**config.mk**
```make
export PLATFORM = sky130hd
export DESIGN_NAME = mem_copy_master
export DESIGN_NICKNAME = d
export VERILOG_FILES = /design/src/rtl/mem_copy_master.sv
export SDC_FILE = /design/constraint.sdc
export NUM_CORES = 1
export LEC_CHECK = 0
export ABC_AREA = 1
export BUFFER_PORTS_ARGS = -buffer_cell sky130_fd_sc_hd__buf_2
export CORE_ASPECT_RATIO = 0.75
export CORE_MARGIN = 5
export CORE_UTILIZATION = 50
export CTS_BUF_LIST = sky130_fd_sc_hd__clkbuf_8
export CTS_CLUSTER_DIAMETER = 80
export DETAILED_ROUTE_END_ITERATION = 8
export PLACE_DENSITY = 0.72
export RECOVER_POWER = 50
export SLEW_MARGIN = 20
export SYNTH_ARGS = -nofsm -noshare
export SYNTH_HDL_FRONTEND = slang
export SYNTH_SLANG_ARGS = --single-unit
```
**constraint.sdc**
```tcl
create_clock -name clk -period 2.31 [get_ports clk]
set_clock_uncertainty 0.15 [all_clocks]
set_input_delay 0.231 -clock clk [delete_from_list [all_inputs] [get_ports clk]]
set_output_delay 0.231 -clock clk [all_outputs]
set_load 0.005 [all_outputs]
```
**src/rtl/mem_copy_master.sv**
```systemverilog
// Word-by-word memory copy master: reads a word from the source, writes it
// to the destination, and repeats for the requested count. Every bus request
// has a cycle budget of TIMEOUT cycles. All outputs are registered.
module mem_copy_master #(
    parameter int unsigned TIMEOUT = 255
) (
    input  logic        clk,
    input  logic        reset,
    input  logic        start,
    input  logic [31:0] src_addr,
    input  logic [31:0] dst_addr,
    input  logic [15:0] len,
    output logic        busy,
    output logic        done,
    output logic        error,
    output logic        mem_valid,
    output logic [3:0]  mem_wstrb,
    output logic [31:0] mem_addr,
    output logic [31:0] mem_wdata,
    input  logic        mem_ready,
    input  logic [31:0] mem_rdata
);

    typedef enum logic [2:0] {
        IDLE,
        RD_REQ,
        RD_GAP,
        WR_REQ,
        WR_GAP,
        FINISH
    } state_t;

    // Wait count at which a request without mem_ready is abandoned.
    localparam logic [15:0] TMO_LAST = 16'(TIMEOUT - 1);

    state_t      state_q, state_d;
    logic [31:0] src_q, src_d;
    logic [31:0] dst_q, dst_d;
    logic [15:0] rem_q, rem_d;
    logic [31:0] data_q, data_d;
    logic [15:0] cnt_q, cnt_d;
    logic        busy_q, busy_d;
    logic        done_q, done_d;
    logic        error_q, error_d;
    logic        valid_q, valid_d;
    logic [3:0]  wstrb_q, wstrb_d;
    logic [31:0] addr_q, addr_d;
    logic [31:0] wdata_q, wdata_d;

    logic        wait_expired;
    logic [31:0] src_aligned;
    logic [31:0] dst_aligned;

    // Byte offsets of the start addresses are dropped; the bus is word-only.
    logic        unused_addr_lsbs;
    assign unused_addr_lsbs = ^{src_addr[1:0], dst_addr[1:0]};

    assign src_aligned  = {src_addr[31:2], 2'b00};
    assign dst_aligned  = {dst_addr[31:2], 2'b00};
    assign wait_expired = (cnt_q == TMO_LAST);

    assign busy      = busy_q;
    assign done      = done_q;
    assign error     = error_q;
    assign mem_valid = valid_q;
    assign mem_wstrb = wstrb_q;
    assign mem_addr  = addr_q;
    assign mem_wdata = wdata_q;

    // State and registered outputs; synchronous reset clears everything.
    always_ff @(posedge clk) begin
        if (reset) begin
            state_q <= IDLE;
            src_q   <= '0;
            dst_q   <= '0;
            rem_q   <= '0;
            data_q  <= '0;
            cnt_q   <= '0;
            busy_q  <= 1'b0;
            done_q  <= 1'b0;
            error_q <= 1'b0;
            valid_q <= 1'b0;
            wstrb_q <= '0;
            addr_q  <= '0;
            wdata_q <= '0;
        end else begin
            state_q <= state_d;
            src_q   <= src_d;
            dst_q   <= dst_d;
            rem_q   <= rem_d;
            data_q  <= data_d;
            cnt_q   <= cnt_d;
            busy_q  <= busy_d;
            done_q  <= done_d;
            error_q <= error_d;
            valid_q <= valid_d;
            wstrb_q <= wstrb_d;
            addr_q  <= addr_d;
            wdata_q <= wdata_d;
        end
    end

    // Next state plus the output values for the state being entered, so the
    // bus signals are registered yet line up with the state register.
    always_comb begin
        state_d = state_q;
        src_d   = src_q;
        dst_d   = dst_q;
        rem_d   = rem_q;
        data_d  = data_q;
        cnt_d   = cnt_q;
        busy_d  = busy_q;
        done_d  = 1'b0;
        error_d = error_q;
        valid_d = valid_q;
        wstrb_d = wstrb_q;
        addr_d  = addr_q;
        wdata_d = wdata_q;

        unique case (state_q)
            IDLE: begin
                busy_d  = 1'b0;
                valid_d = 1'b0;
                if (start) begin
                    src_d   = src_aligned;
                    dst_d   = dst_aligned;
                    rem_d   = len;
                    error_d = 1'b0;
                    busy_d  = 1'b1;
                    cnt_d   = '0;
                    if (len != 16'd0) begin
                        state_d = RD_REQ;
                        valid_d = 1'b1;
                        wstrb_d = 4'b0000;
                        addr_d  = src_aligned;
                    end else begin
                        state_d = FINISH;
                        done_d  = 1'b1;
                    end
                end
            end

            RD_REQ: begin
                // A ready in the expiring cycle still completes the read.
                if (mem_ready) begin
                    data_d  = mem_rdata;
                    state_d = RD_GAP;
                    valid_d = 1'b0;
                end else if (wait_expired) begin
                    error_d = 1'b1;
                    valid_d = 1'b0;
                    state_d = FINISH;
                    done_d  = 1'b1;
                end else begin
                    cnt_d = cnt_q + 16'd1;
                end
            end

            RD_GAP: begin
                state_d = WR_REQ;
                valid_d = 1'b1;
                wstrb_d = 4'b1111;
                addr_d  = dst_q;
                wdata_d = data_q;
                cnt_d   = '0;
            end

            WR_REQ: begin
                if (mem_ready) begin
                    state_d = WR_GAP;
                    valid_d = 1'b0;
                end else if (wait_expired) begin
                    error_d = 1'b1;
                    valid_d = 1'b0;
                    state_d = FINISH;
                    done_d  = 1'b1;
                end else begin
                    cnt_d = cnt_q + 16'd1;
                end
            end

            WR_GAP: begin
                src_d   = src_q + 32'd4;
                dst_d   = dst_q + 32'd4;
                rem_d   = rem_q - 16'd1;
                wstrb_d = 4'b0000;
                if (rem_q != 16'd1) begin
                    state_d = RD_REQ;
                    valid_d = 1'b1;
                    addr_d  = src_q + 32'd4;
                    cnt_d   = '0;
                end else begin
                    state_d = FINISH;
                    done_d  = 1'b1;
                end
            end

            FINISH: begin
                state_d = IDLE;
                busy_d  = 1'b0;
            end

            default: begin
                state_d = IDLE;
                busy_d  = 1'b0;
                valid_d = 1'b0;
            end
        endcase
    end

endmodule

```
Word level (Yosys, flattened, before mapping)
Cells that the tools add are included.

Logic and storage cells: 90. Register bits after elaboration: 203. Input bits: 116.

$add $sub $neg: 4. Reductions and logical operators: 15. Bitwise logic cells: 1. Equality and inequality tests: 14. Muxes and demuxes: 43.

Operators by type and width (number): 32-bit 2-to-1 mux (5); 32-bit case mux with 2 select lines (2); 32-bit case mux with 3 select lines (1); 16-bit 2-to-1 mux (5); 32-bit by 3-bit adder with 32-bit output (second input constant) (2); 16-bit case mux with 4 select lines (1); 16-bit case mux with 2 select lines (1); 3-bit 2-to-1 mux (6); 16-bit by 1-bit adder with 16-bit output (second input constant) (1); 16-bit by 8-bit == test with 1-bit output (second input constant) (1); 16-bit by 1-bit inequality test with 1-bit output (second input constant) (1); 16-bit nonzero test (1); 16-bit by 1-bit subtractor with 16-bit output (second input constant) (1); 3-bit case mux with 5 select lines (1); 1-bit 2-to-1 mux (14); 4-bit case mux with 3 select lines (1); 2-bit inequality test (second input constant) (5); 4-bit 2-to-1 mux (2); 4-bit AND reduction (2); 3-bit by 2-bit == test with 1-bit output (second input constant) (2); 3-bit == test (second input constant) (2); 3-bit AND reduction (2); 1-bit case mux with 5 select lines (1); 5-bit AND reduction (1); other kinds (13) (16).

Depth between registers and ports, before layout
Gate-level depths: netlist of run 1.

Word-level depth: 4. Depth in mapped cells: 13. Gate-level depth less buffers: 11.

Least setup slack after synthesis of run 1
Ideal clock, no wire load.

Kind: reg-to-reg. From: reg src_q[2]. To: reg src_q[20]. Required time: 2.045 ns. Arrival time: 1.445 ns. Period minus slack after synthesis: 1.710 ns. Path buffers: 0. Stages on the path, launching flop included: 10. Setup slack: 0.600 ns. Cells stage by stage: dfxtp_1 ha_1 nand2_1 nor2_1 nand2_1 nor2_1 nand3_1 nand2_1 nor2_1 o21a_1.

Cells in the longest elaborated chain, start to end: 2.

Ends and longest elaborated chain: from (decl) (line 37) `logic [31:0] src_q, src_d;`; from (signal assigned) (line 88) `src_q <= src_d;`; 32-bit by 3-bit adder with 32-bit output (line 183) `src_d = src_q + 32'd4;`; 32-bit case mux with 2 select lines (line 120) `unique case (state_q)`.

Every way passes these cells. A chain may end at the register's enable or synchronous reset.

Worst setup path after layout of run 1
From: reg state_q[2]. To: reg error_q (netlist: error).

Cells in the longest elaborated chain, start to end: 4. Elaborated cells on any way between the ends: 10. Those cells by class: eq/ne: 5; mux: 1; reduce/logical: 4.

Ends and longest elaborated chain: from (decl) (line 36) `state_t state_q, state_d;`; from (signal assigned) (line 87) `state_q <= state_d;`; 3-bit by 2-bit == test with 1-bit output / 3-bit by 1-bit == test with 1-bit output (equally long branches) (line 120); 2-bit OR reduction (no line); 2-bit by 1-bit inequality test with 1-bit output (no line) (tied with other cells); 4-bit AND reduction (no line); to (signal assigned) (line 95) `error_q <= error_d;`; to (decl) (line 44) `logic error_q, error_d;`.

Parallel ways exist; a longest one is shown, timed or not.

==> impl_metrics.tcl, run 1 <==
set metrics [dict create \
    status "finished, final reports clean" \
    nets 2145 \
    vias_per_cell 5.27 \
    gr-total-overflow 0 \
    cts_max_level 4 \
    drv_cap 0 \
    drc 0 \
    wl_microns 34900 \
    initial_core_util 0.512 \
    first_global_vias 11529 \
    synth_seq_area_share 0.359 \
    maxSlewViolCount 0 \
    crit_chain "buf_4 -> nor2_1 -> nand4_1 -> nand2_1 -> nand3_1 -> a21oi_1 -> dlygate4sd3_1" \
    dieWidth_microns 180 \
    static-leakage-power_nw 5.60 \
    grt.total_usage 0.277 \
    final_common_cell "nand2_1" \
    hold_depth 5 \
    tightest_slew_ns 0.751 \
    coreArea_sq_mm 0.0212 \
    synthesis.nets 1896 \
    antenna_left 0 \
    ys_types 37 \
    antenna_found_initial 0 \
    relSlewSlack 0.499 \
    power_density_mw_per_mm2 594 \
    utilization 0.630 \
    synth_top_area_frac 0.359 \
    root_buffer "clkbuf_8" \
    firstDrtPassIters 6 \
    syn_inst 1774 \
    placed_area_sq_mm 0.0120 \
    grt_max_degree 132 \
    fin_crit_sh 0.948 \
    cp_data_arrival_time_ns 2.47 \
    post_cts_resized 0 \
    final_area_sq_mm 0.0134 \
    critical_path.max_fanout 7 \
    setup_violations 0 \
    cts.path.max_buffers 2 \
    place.gp.congestion 0.975 \
    clock.fmax_mhz 457 \
    timing.critical_path.max_delay_family "simple AND/OR/NAND/NOR gates" \
    crit_path_top_delay_cell "dlygate4sd3_1" \
    endpoint_kind "register" \
    clk_pin_slew_worst_paths_ns 0.11 \
    final.min_clock_period_ns 2.19 \
    ys.flop_type "dfxtp_1" \
    synth_area_sq_mm 0.0109 \
    worstSkewPairLatency_ns 0.49 \
    hp-class "in -> reg" \
    drtIter0Drc 1303 \
    num_vias 12257 \
    fin_cells 2324 \
    worstSetupPathType "reg -> reg" \
    fin_setup_tns_ns 0 \
    rsz0062_at_grt "no" \
    layout-drive-gt1-share 0.108 \
    cts_sinks 195 \
    antennaDiodeCount 0 \
    wl_per_cell_microns 15.0 \
    dp.cells 2192 \
    worst_r2r_path_depth 7 \
    ys_ff_latch 195 \
    synthToLayoutAreaGrowth_pct 23.2 \
    fp.dieArea_sq_mm 0.0248 \
    path_buf_inv 2 \
    yosys_warnings 0 \
    synth_area_leader_cell "dfxtp_1" \
    synth_area_leaders "dfxtp_1 (36%), nand2_1 (15%), nor2_1 (15%)" \
    irDropWorstVdd_mv 0.658 \
    slowest_delay_ns 0.56 \
    num_rows 46 \
    cts_tree "built" \
    cts_made_buffers 17 \
    dp_hpwl_microns 24100 \
    synthArstFlopShare 0 \
    critPathLaunchType "register" \
    synth-edff-count 0 \
    fillers 1996 \
    crit_cells 7 \
    critPathRequiredTime_ns 2.59 \
    final_cell_mix "nand2_1 (435), nor2_1 (431), dfxtp_1 (195)" \
    synth_area_per_cell_sq_um 6.12 \
    port_buffers 183 \
    die_y_microns 138 \
    top_level_ports 188 \
    grt_pass1_wl_microns 56600 \
    holdWs_ns 0.0168 \
    hold_viol 0 \
]
power breakdown:
part,leakage (nW),switching [mW],internal [mW],total (mW)
Combinational,3.78,0.968,0.661,1.63
Sequential,1.60,0.272,3.64,3.91
Clock,0.215,1.44,0.964,2.41
Total,5.60,2.68,5.27,7.95
routing by layer:
metal / global-route usage / wire, microns / vias to the layer above
li1: - / - / 6154
met1: 0.356 / 15200 / 5544
met2: 0.455 / 15500 / 492
met3: 0.0694 / 3090 / 67
met4: 0.102 / 1130 / 0
met5: 0 / 0 / -
metrics by stage:
| step | setup WS, ns | total power, mW |
|---|---|---|
| floorplan | 0.600 | 4.92 |
| global placement | 0.262 | 5.43 |
| detailed placement | 0.250 | 5.47 |
| CTS | 0.0483 | 7.99 |
| global route | 0.000511 | 8.36 |
| finish | 0.121 | 7.95 |
registers in the layout, summed over array words and instances (netlist names):
name	count
mem_wdata	32
busy	1
done	1
error	1
cnt_q	16
state_q	3
mem_valid	1
mem_wstrb	1
src_q	30
dst_q	30
mem_addr	31
rem_q	16
data_q	32
Yosys cell counts (2+ instances only):
cell type / number
o21bai_1: 9
nand3_1: 114
nor3_1: 12
buf_4: 10
inv_1: 125
buf_1: 4
and2_1: 3
buf_6: 4
dfxtp_1: 195
xor2_1: 7
o211ai_1: 4
clkbuf_1: 38
nand2_4: 3
nand2_2: 5
nor2_4: 5
a31oi_1: 2
a211oi_1: 8
o21ai_0: 142
o22ai_1: 8
inv_2: 8
a22oi_1: 10
nor3b_1: 2
ha_1: 6
or2_2: 4
nand4_1: 9
xnor2_1: 6
nand2_1: 435
nor2_1: 430
buf_2: 31
a21oi_1: 122
nand3b_1: 7
worst reg2reg max path: cells and delay by family (launching register included):
family	cells	cell delay (ns)
compound gates	1	0.13
simple gates	4	0.77
buf+inv	2	0.73
flops	1	0.36
cell type report:
| class | instances | area [sq um] | area share |
|---|---|---|---|
| tap | 288 | 360 | 0.0269 |
| clock inverter | 14 | 193 | 0.0144 |
| multi-input combinational | 1359 | 6020 | 0.450 |
| clock buffer | 18 | 248 | 0.0185 |
| sequential | 195 | 3900 | 0.292 |
| inverter | 133 | 499 | 0.0373 |
| timing repair buffer | 317 | 2160 | 0.161 |
final timing paths:
path               start     endpoint  slack, ns
max reg2reg   state_q[2]        error       0.12
min          src_addr[5]     src_q[5]       0.02
max           state_q[2]        error       0.12
min reg2reg  mem_addr[9]  mem_addr[9]       0.32
timing repair:
item                                    4_1_cts  5_1_grt
buffers inserted                              0        1
endpoints found under the setup margin        0        1
hold buffers                                 99        0
endpoints found under the hold margin       114        0
logic make-up after synthesis:
group,synth area share
xor gates and xnor gates,0.0105
and+or+nand+nor,0.387
AOI/OAI and AO/OA,0.151
adders and majority gates,0.00691
DFF,0.359
buffers and inverters,0.0858
Power figures use the tool's default switching activity.
==> inputs of run 2 (changes only) <==
CORE_MARGIN = unset   (was 5)
HOLD_SLACK_MARGIN = 0.05   (was unset)
==> run 2 against run 1 <==
Sequential cell count unchanged. Via count about the same. Maximum frequency up 0.81%. Die area down 10%. Critical endpoint is now dst_q[12].
==> impl_metrics.tcl, run 2 (synthesis results as in run 1) <==
set metrics [dict create \
    vias_per_cell 5.26 \
    top_level_ports 188 \
    cts_made_buffers 17 \
    clk_pin_slew_worst_paths_ns 0.11 \
    wl_microns 33600 \
    place.gp.congestion 0.979 \
    hold_depth 5 \
    static-leakage-power_nw 5.62 \
    setup_violations 0 \
    critPathLaunchType "register" \
    first_global_vias 10770 \
    cts.path.max_buffers 2 \
    fin_cells 2331 \
    grt_pass1_wl_microns 52900 \
    dieWidth_microns 172 \
    endpoint_kind "register" \
    use_met1 0.398 \
    drv_cap 0 \
    num_vias 12261 \
    tightest_slew_ns 0.787 \
    slowest_delay_ns 0.46 \
    grt_util_met2 0.480 \
    fin_setup_tns_ns 0 \
    wl_per_cell_microns 14.4 \
    fp.dieArea_sq_mm 0.0223 \
    final.min_clock_period_ns 2.17 \
    gr-total-overflow 0 \
    busiest_layer "met2" \
    hold_end "src_q[2]" \
    final_area_sq_mm 0.0134 \
    hp-class "in -> reg" \
    final_cell_mix "nand2_1 (436), nor2_1 (431), dfxtp_1 (195)" \
    placed_area_sq_mm 0.0120 \
    rsz0062_at_grt "no" \
    worst_r2r_path_depth 9 \
    root_buffer "clkbuf_8" \
    port_buffers 183 \
    num_rows 46 \
    crit_start "state_q[1]" \
    fin_crit_sh 0.940 \
    coreArea_sq_mm 0.0212 \
    antenna_found_initial 1 \
    grt_max_degree 132 \
    dp_hpwl_microns 22700 \
    status "finished, final reports clean" \
    cts_max_level 4 \
    relSlewSlack 0.475 \
    synthToLayoutAreaGrowth_pct 23.7 \
    power_density_mw_per_mm2 593 \
    r2r_slack_ns 0.14 \
    critical_path.max_fanout 46 \
    cpMostUsedCell "nor2_4" \
    use_met3 0.0687 \
    path_buf_inv 2 \
    worstSkewPairLatency_ns 0.51 \
    worst_hold_startpoint "src_addr[2]" \
    clock.fmax_mhz 461 \
    drtIter0Drc 1264 \
    cts_sinks 195 \
    nets 2150 \
    dp.cells 2187 \
    firstDrtPassIters 6 \
    drc 0 \
    worstSetupPathType "reg -> reg" \
    cts_setup_buffers 0 \
    final_common_cell "nand2_1" \
    irDropWorstVdd_mv 0.559 \
    cp_data_arrival_time_ns 2.40 \
    layout-drive-gt1-share 0.105 \
    timing.critical_path.max_delay_family "simple AND/OR/NAND/NOR gates" \
    grt.total_usage 0.301 \
    crit_chain "nor2_4 -> nand2_4 -> nor2_4 -> inv_2 -> nand2_1 -> buf_4 -> nor2_1 -> o21ai_0 -> a21oi_1" \
    crit_path_top_delay_cell "buf_4" \
    initial_core_util 0.512 \
    timing.rr.end "dst_q[12]" \
    antenna_left 0 \
    cts_tree "built" \
    critPathRequiredTime_ns 2.54 \
    hold_viol 0 \
    r2r-start "state_q[1]" \
    maxSlewViolCount 0 \
    die_y_microns 130 \
]
==> run 2: cell types whose count changed in the layout (fill, tap and decap cells not counted), moves of 2 or more <==
cell,before,now
dlygate4sd3_1,99,110
diode_2,0,2
buf_4,28,23
nand2_4,3,1
clkinv_2,0,2
==> run 2: worst max path at each step <==
stage	to	slack [ns]	cells past startpoint
finish	dst_q[12]	0.14	9
global route	data_q[27]	0.03	7
CTS	mem_addr[26]	0.16	12
detailed placement	mem_addr[26]	0.19	12
global placement	dst_q[12]	0.26	9
floorplan	src_q[20]	0.60	9
==> run 2: area by class of cell <==
type | instances | area [sq um]
diodes | 2 | 5.00
clock buffers | 18 | 248
clock inverters | 14 | 194
fillers | 2016 | 7790
inverters | 133 | 499
multi-input cells | 1359 | 6020
flip-flops and latches | 195 | 3900
well taps | 288 | 360
repair buffers | 322 | 2210
==> run 2: worst register-to-register path, stage by stage (launching register included) <==
cell,delay [ns]
dfxtp_1,0.41
nor2_4,0.22
nand2_4,0.11
nor2_4,0.15
inv_2,0.10
nand2_1,0.12
buf_4,0.46
nor2_1,0.11
o21ai_0,0.18
a21oi_1,0.05
==> run 2: stage by stage <==
step | util | setup WS, ns | hold slack [ns] | power [mW]
detailed placement | 0.564 | 0.191 | 0.296 | 5.43
global route | 0.633 | 0.0279 | 0.117 | 8.43
global placement | 0.564 | 0.257 | 0.287 | 5.40
floorplan | - | 0.600 | 0.216 | 4.92
finish | 0.633 | 0.139 | 0.107 | 7.98
CTS | 0.637 | 0.156 | 0.0912 | 8.02
==> run 2: routing by layer <==
layer	up-vias	wire length, microns
met1	5538	14800
met3	70	2710
met4	0	977
met2	478	15100
met5	-	0
li1	6175	-
==> run 2: repair_timing <==
item	4_1_cts	5_1_grt
endpoints found under the hold margin	132	0
endpoints found under the setup margin	0	7
hold buffers	110	0
gates resized for setup	0	1
==> run 2: where the power goes <==
group          leakage, nW  internal [mW]  switching, mW
sequential            1.60           3.64          0.269
clock                0.220           1.05           1.41
combinational         3.79          0.659          0.951
total                 5.62           5.35           2.63
